### src/rtl/openhw_ahb_pkg.sv
// AHB-Lite encodings shared by the bus-cache initiator FSM and the SRAM subordinate.
package openhw_ahb_pkg;

    typedef enum logic [1:0] {
        AHB_IDLE   = 2'b00,
        AHB_BUSY   = 2'b01,
        AHB_NONSEQ = 2'b10,
        AHB_SEQ    = 2'b11
    } ahbtranstype;

    localparam logic [2:0] HBURST_SINGLE = 3'b000;
    localparam logic [2:0] HBURST_INCR   = 3'b001;
    localparam logic [2:0] HBURST_INCR4  = 3'b011;
    localparam logic [2:0] HBURST_INCR8  = 3'b101;
    localparam logic [2:0] HBURST_INCR16 = 3'b111;

    localparam logic HRESP_OKAY  = 1'b0;
    localparam logic HRESP_ERROR = 1'b1;

    function automatic logic trans_active(input ahbtranstype t);
        return (t == AHB_NONSEQ) || (t == AHB_SEQ);
    endfunction

endpackage

### src/rtl/openhw_ahbsram_sub_addrreg.sv
// Address-phase capture: holds word address, direction and range-error flag
// for the transfer currently in its data phase.
module openhw_ahbsram_sub_addrreg #(
    parameter int RAM_ADDR_BITS = 10
) (
    input  logic                     clk,
    input  logic                     reset,
    input  logic                     en,
    input  logic [RAM_ADDR_BITS-1:0] addr,
    input  logic                     write,
    input  logic                     err,
    output logic [RAM_ADDR_BITS-1:0] cap_addr,
    output logic                     cap_write,
    output logic                     cap_err
);

    always_ff @(posedge clk or posedge reset) begin
        if (reset) begin
            cap_addr  <= '0;
            cap_write <= 1'b0;
            cap_err   <= 1'b0;
        end else if (en) begin
            cap_addr  <= addr;
            cap_write <= write;
            cap_err   <= err;
        end
    end

endmodule

### src/rtl/openhw_ahbsram_sub.sv
// AHB-Lite subordinate fronting a single-port synchronous SRAM: zero-wait beats,
// optional wait states, a write->read port-conflict stall and the two-cycle ERROR.
module openhw_ahbsram_sub
    import openhw_ahb_pkg::*;
#(
    parameter int P_AHBW        = 64,
    parameter int PA_BITS       = 32,
    parameter int RAM_ADDR_BITS = 10,
    parameter int WAIT_STATES   = 0
) (
    input  logic                     HCLK,
    input  logic                     reset,
    input  logic                     HSEL,
    input  logic [PA_BITS-1:0]       HADDR,
    input  logic [1:0]               HTRANS,
    input  logic                     HWRITE,
    input  logic [2:0]               HBURST,
    input  logic [P_AHBW-1:0]        HWDATA,
    input  logic [P_AHBW/8-1:0]      HWSTRB,
    input  logic                     HREADY,
    output logic                     HREADYOUT,
    output logic                     HRESP,
    output logic [P_AHBW-1:0]        HRDATA,
    output logic                     RamEn,
    output logic                     RamWE,
    output logic [RAM_ADDR_BITS-1:0] RamAdr,
    output logic [P_AHBW/8-1:0]      RamBWE,
    output logic [P_AHBW-1:0]        RamWData,
    input  logic [P_AHBW-1:0]        RamRData
);

    localparam int BYTE_BITS = $clog2(P_AHBW / 8);
    localparam int WORD_TOP  = RAM_ADDR_BITS + BYTE_BITS;
    localparam logic [2:0] CNT_INIT = 3'(WAIT_STATES > 0 ? WAIT_STATES - 1 : 0);

    typedef enum logic [2:0] {S_IDLE, S_WAIT, S_DATA, S_HAZ, S_ERR1, S_ERR2} state_t;

    state_t                   state, state_n;
    logic [2:0]               cnt, cnt_n;
    logic                     accept, addr_err, can_accept, write_beat;
    logic [RAM_ADDR_BITS-1:0] addr_word, cap_addr;
    logic                     cap_write, cap_err;
    logic                     unused_bits;

    assign addr_word   = HADDR[WORD_TOP-1:BYTE_BITS];
    assign addr_err    = |HADDR[PA_BITS-1:WORD_TOP];
    assign can_accept  = (state == S_IDLE) || (state == S_DATA) || (state == S_ERR2);
    assign accept      = HSEL && HREADY && trans_active(ahbtranstype'(HTRANS)) && can_accept;
    assign write_beat  = (state == S_DATA) && cap_write && !cap_err;
    assign unused_bits = ^{HBURST, HADDR[BYTE_BITS-1:0]};

    openhw_ahbsram_sub_addrreg #(
        .RAM_ADDR_BITS(RAM_ADDR_BITS)
    ) u_addrreg (
        .clk      (HCLK),
        .reset    (reset),
        .en       (accept),
        .addr     (addr_word),
        .write    (HWRITE),
        .err      (addr_err),
        .cap_addr (cap_addr),
        .cap_write(cap_write),
        .cap_err  (cap_err)
    );

    always_ff @(posedge HCLK or posedge reset) begin
        if (reset) begin
            state <= S_IDLE;
            cnt   <= '0;
        end else begin
            state <= state_n;
            cnt   <= cnt_n;
        end
    end

    always_comb begin
        state_n   = state;
        cnt_n     = cnt;
        HREADYOUT = 1'b1;
        HRESP     = HRESP_OKAY;
        HRDATA    = '0;
        RamEn     = 1'b0;
        RamWE     = 1'b0;
        RamAdr    = cap_addr;
        RamBWE    = '0;
        RamWData  = HWDATA;
        case (state)
            S_IDLE, S_DATA, S_ERR2: begin
                if (state == S_ERR2) HRESP = HRESP_ERROR;
                if (state == S_DATA && !cap_write) HRDATA = RamRData;
                if (write_beat) begin
                    RamEn  = 1'b1;
                    RamWE  = 1'b1;
                    RamBWE = HWSTRB;
                end
                if (accept) begin
                    if (addr_err) begin
                        state_n = S_ERR1;
                    end else if (WAIT_STATES > 0) begin
                        state_n = S_WAIT;
                        cnt_n   = CNT_INIT;
                    end else if (!HWRITE && write_beat) begin
                        // The port is busy with this cycle's write; re-issue the read next cycle.
                        state_n = S_HAZ;
                    end else begin
                        state_n = S_DATA;
                        if (!HWRITE) begin
                            RamEn  = 1'b1;
                            RamAdr = addr_word;
                        end
                    end
                end else if (state != S_IDLE) begin
                    state_n = S_IDLE;
                end
            end
            S_WAIT: begin
                HREADYOUT = 1'b0;
                if (cnt == 3'd0) begin
                    state_n = S_DATA;
                    RamEn   = !cap_write;
                end else begin
                    cnt_n = cnt - 3'd1;
                end
            end
            S_HAZ: begin
                HREADYOUT = 1'b0;
                RamEn     = 1'b1;
                state_n   = S_DATA;
            end
            S_ERR1: begin
                HREADYOUT = 1'b0;
                HRESP     = HRESP_ERROR;
                state_n   = S_ERR2;
            end
            default: state_n = S_IDLE;
        endcase
    end

endmodule
### config.mk
export PLATFORM = sky130hd
export DESIGN_NAME = openhw_ahbsram_sub
export DESIGN_NICKNAME = d
export VERILOG_FILES = /design/src/rtl/openhw_ahb_pkg.sv /design/src/rtl/openhw_ahbsram_sub_addrreg.sv /design/src/rtl/openhw_ahbsram_sub.sv
export SDC_FILE = /design/constraint.sdc
export NUM_CORES = 1
export LEC_CHECK = 0
export CAP_MARGIN = 30
export CORE_AREA = 3 3 127 129
export DETAILED_ROUTE_END_ITERATION = 10
export DIE_AREA = 0 0 130 132
export PLACE_DENSITY = 0.62
export SYNTH_ARGS = -nofsm -noshare
export SYNTH_HDL_FRONTEND = slang
export SYNTH_SLANG_ARGS = --single-unit
### constraint.sdc
create_clock -name HCLK -period 2.9 [get_ports HCLK]
set_clock_uncertainty 0.2 [all_clocks]
set_input_delay 0.58 -clock HCLK [delete_from_list [all_inputs] [get_ports HCLK]]
set_output_delay 0.58 -clock HCLK [all_outputs]
set_load 0.02 [all_outputs]
# Word-level counts from Yosys, hierarchy flattened
# Index checks and enable logic that the tools add are counted.
# op_classes
n_reduce_logical	21
n_bitwise	1
n_eq_ne	9
mux	26
addsub	1
# ops
op	n
$mux W64	2
$mux W10	5
$reduce_or A19 Y1	1
$mux W8	2
$mux W3	4
$pmux W3 S4	1
$mux W1	10
$logic_and A1 B1 Y1	7
$eq A3 B2 Y1 const B	2
$eq A3 B3 Y1 const B	2
$logic_not A3 Y1	2
$reduce_or A3 Y1	2
$eq A2 B2 Y1 const B	2
$reduce_and A2 Y1	2
$eq A3 B1 Y1 const B	1
$logic_not A1 Y1	3
$logic_or A1 B1 Y1	3
$ne A3 B3 Y1 const B	1
$pmux W1 S3	1
$reduce_bool A3 Y1	1
$sub A3 B1 Y3 const B	1
$ne A2 B2 Y1 const B	1
$pmux W1 S2	1
$not A1 Y1	1
# totals
wordCells	63
regBits	18

# Depth between registers and ports, before layout
# Gate-level depths: netlist of the first run.
# logic_depth
word_depth	9
depth_mapped	6

# By module
# From an unflattened synthesis of the first run, not the netlist that was laid out.
# hier_totals
cells_unflattened	231
hier_area_um2	2013.2
# by_module_without_submodules
mod	area_each_um2	n_inst	cells_per_inst
openhw_ahbsram_sub	1525.2	1	205
openhw_ahbsram_sub_addrreg	488.0	1	26

# Worst setup path after synthesis of the first run
# No wires, ideal clock.
# synth_path
kind	input to output
start	input port HADDR[27]
end	output port RamAdr[0]
path_stages	5
arrival_time_ns	2.113
required_ns	2.120
n_path_buf	1
slack_ns	0.007
path_cell_list	or3_4 -> a211o_1 -> or4_1 -> buf_6 -> mux2_4
# synth_between
elab_chain_len	4
# synth_rtl
item	line_no	rtl
from (decl)	openhw_ahbsram_sub.sv:14	input logic [PA_BITS-1:0] HADDR,
$reduce_or A19 Y1	openhw_ahbsram_sub.sv:46	assign addr_err = |HADDR[PA_BITS-1:WORD_TOP];
$mux W10	openhw_ahbsram_sub.sv:97	if (addr_err) begin
$mux W10	openhw_ahbsram_sub.sv:96	if (accept) begin
$mux W10	openhw_ahbsram_sub.sv:87	case (state)
to (decl)	openhw_ahbsram_sub.sv:26	output logic [RAM_ADDR_BITS-1:0] RamAdr,
# No other way between the ends.

# Worst setup path after layout of the first run
# layout_path
start	input port HADDR[29]
end	output port RamAdr[6]
# The elaborated chain is that of the path after synthesis.

==> impl_metrics.yaml, run 1 <==
grt:
  grt_pass1_vias: 2167
  grt.overflow.total: 0
  grt_pass1_wl_um: 12800
  grt_max_degree: 45
  antenna_found_initial: 0
  grt_usage_pct: 9.71
detailed_routing:
  num_vias: 2088
  vias_per_cell: 3.70
  drt-initial-drc-count: 48
  wirelength_um: 9970
  drtAntennaViolNets: 0
  drc: 0
  avgRoutedWirePerCell_um: 17.7
  firstDrtPassIters: 4
timing:
  drv_slew: 0
  worstMarginPinSlew_ns: 0.733
  finalHoldViolations: 0
  timing.final.ws_setup_ns: -0.271
  period_needed_ns: 3.17
  period_share_pct: 109
  fmax_ghz: 0.315
  setup_viol: 10
  slew-limit-headroom_pct: 51.1
  rsz0062_at_grt: "true"
worst_setup_path:
  cp-startpoint: "HADDR[29]"
  endpoint_kind: "output port"
  critical_path_class: "in -> out"
  cp.arrival_ns: 2.39
  crit_fanout: 6
  reg2reg_from: "state[0]"
  start_kind: "primary input"
  cp.required_ns: 2.12
flow_run:
  drv_cap: 0
cts:
  cts_buffers: 3
  root_buffer: "clkbuf_16"
  clk_path_buf_depth: 2
  clkTransAtPathRegs_ns: 0.06
  cts_num_sinks: 18
  clkLatencyLatePin_ns: 0.25
  cts_tree: "yes"
  cts_max_level: 1
yosys:
  synthAdderAreaFrac_pct: 1.27
  syn_nets: 408
  synthMuxAreaShare_pct: 13.9
  yosys.area_share.simple_pct: 30.9
  synth_top_family_by_area: "simple AND/OR/NAND/NOR gates"
  synth.yosys.warnings: 0
  syn_avg_cell_area_um2: 8.65
  syn_inst: 228
  synthArstFlopShare_pct: 100
  synth_xor_area_share_pct: 0.888
  synth.top_cells.by_area: "buf_4 (24%), and2_1 (23%), dfrtp_1 (23%), mux2_4 (7.6%), mux2_2 (6.3%)"
  synthesis.area_um2: 1970
  ys.flop_type: "dfrtp_1"
  yosysUniqueCellTypes: 29
  synth.yosys.seq_area_share_pct: 22.8
  yosysTopAreaCell: "buf_4"
  post-synth-top-area-fraction_pct: 24.4
  synth_seq_cells: 18
  synth_edf_count: 0
  synth_compound_area_share_pct: 2.85
placed_design:
  port-buffer-count: 192
  place_congestion: 0.678
  dpl.hpwl_um: 8360
  numPlacedInstances: 551
floorplanning:
  rows: 45
  die_w_um: 130
  dieHeight_um: 132
  start_util_pct: 13.0
  core_um2: 15100
  io_pins: 328
  dieArea_um2: 17200
finish:
  drive_above_1_share_pct: 39.9
  antenna_cells: 0
  fin_nets: 557
  stdcell_count: 564
  area_delta_synth_final_pct: 86.2
  final.fill_count: 1642
worst_hold_path:
  hold_class: "reg -> reg"
  min_from: "cnt[2]"
outcome:
  status: "finished, violations left"
  violations: "negative setup slack"
power:
  finalPower_mw: 2.10
  powerDensity_nw_per_um2: 573
  leakagePower_nw: 1.77
  vdd_ir_drop_max_mv: 0.416
[placed cells by master, fill, tap and decap left out, drive strengths merged, types with 2 or more instances in the layout]
master         count
a211o              2
a21oi              2
and2              72
buf               50
clkbuf            70
clkdlybuf4s15      3
clkdlybuf4s50     86
dfrtp             18
dlygate4sd2       12
ha                 2
inv                5
mux2              21
nor2               6
nor2b              3
nor3b              2
nor4               5
o21ai              3
or3b               2
xnor2              2
[worst paths after layout]
| check | to | depth (start not counted) | slack, ns |
|---|---|---|---|
| max | RamAdr[6] | 7 | -0.27 |
| min | cnt[2] | 1 | 0.28 |
| max reg2reg | cnt[2] | 5 | 0.99 |
| min reg2reg | cnt[2] | 1 | 0.28 |
| max in group asynchronous | state[1] | 2 | 1.48 |
| min in group asynchronous | u_addrreg.cap_addr[3] | 2 | 0.56 |
[worst max-delay path: stages]
cell and delay [ns]:
buf_6 0.09, or3_4 0.38, a211o_1 0.29, or4_4 0.45
buf_8 0.16, mux2_4 0.30, buf_6 0.13
[registers in the layout (all words and copies together) (netlist names)]
register,cells
u_addrreg.cap_addr,10
state,3
u_addrreg.cap_write,1
cnt,3
u_addrreg.cap_err,1
[cell type report]
class,count,area (um2),area share [%]
timing repair buffer,217,1840,49.9
multi-input combinational,132,1050,28.5
sequential,18,450,12.3
tap,188,235,6.40
clock buffer,4,88.8,2.42
inverter,5,18.8,0.511
[cells by family after synthesis]
| logic type | count (synthesis) |
|---|---|
| buf+inv | 78 |
| simple gates | 98 |
| xor+xnor | 2 |
| fa+ha+maj | 2 |
| flops | 18 |
| compound gates | 9 |
| mux | 21 |
[metrics by stage]
step | setup TNS, ns | hold WS, ns | util (%) | area, um2 | setup WS [ns]
after floorplan | 0 | 0.245 | - | 1970 | 0.00742
after global placement | -10.92 | 0.261 | 24.8 | 3760 | -1.05
after detailed placement | -11.47 | 0.290 | 24.8 | 3760 | -1.11
after CTS | -3.35 | 0.302 | 25.5 | 3860 | -0.344
after global routing | -3.26 | 0.312 | 24.3 | 3670 | -0.337
final | -2.64 | 0.283 | 24.3 | 3670 | -0.271
[report_power, final]
part,total [mW],switching (mW),internal [mW]
Combinational,1.39,0.650,0.743
Sequential,0.403,0.0543,0.349
Clock,0.309,0.0986,0.210
[repair_timing]
item | CTS | global route
cloned | 0 | 2
endpoints found under the hold margin | 0 | 0
pin swaps | 9 | 7
hold buffers | 0 | 0
buffers inserted | 3 | 4
gates resized for setup | 201 | 141
setup endpoints to repair | 81 | 72
[per-layer routing]
layer,vias to the layer above,share of wire (%),track usage (%)
li1,960,-,-
met1,962,40,10.8
met2,162,49,17.9
met3,4,11,3.65
met4,0,0.25,1.04
met5,-,0,0
[cells in the mapped netlist, types with 2 or more instances]
cell      count
and2_1       72
or3b_1        2
o21ai_0       3
nor3b_1       2
inv_1         5
dfrtp_1      18
buf_4        64
nor2b_1       3
a211o_1       2
nor2_1        6
clkbuf_1      7
mux2_4       10
xnor2_1       2
mux2_2       11
nor4_1        5
a21oi_1       2
ha_1          2
No activity file was read; power rests on OpenSTA's default activity.
==> inputs of run 2 (changes only) <==
- CAP_MARGIN: 30 -> 25
==> results of run 2 <==
The final DEF is identical to that of run 1; final timing and power are the same.
==> inputs of run 3 (changes only) <==
- CTS_CLUSTER_DIAMETER: unset -> 200
==> results of run 3 <==
The final DEF is identical to that of run 1; final timing and power are the same.
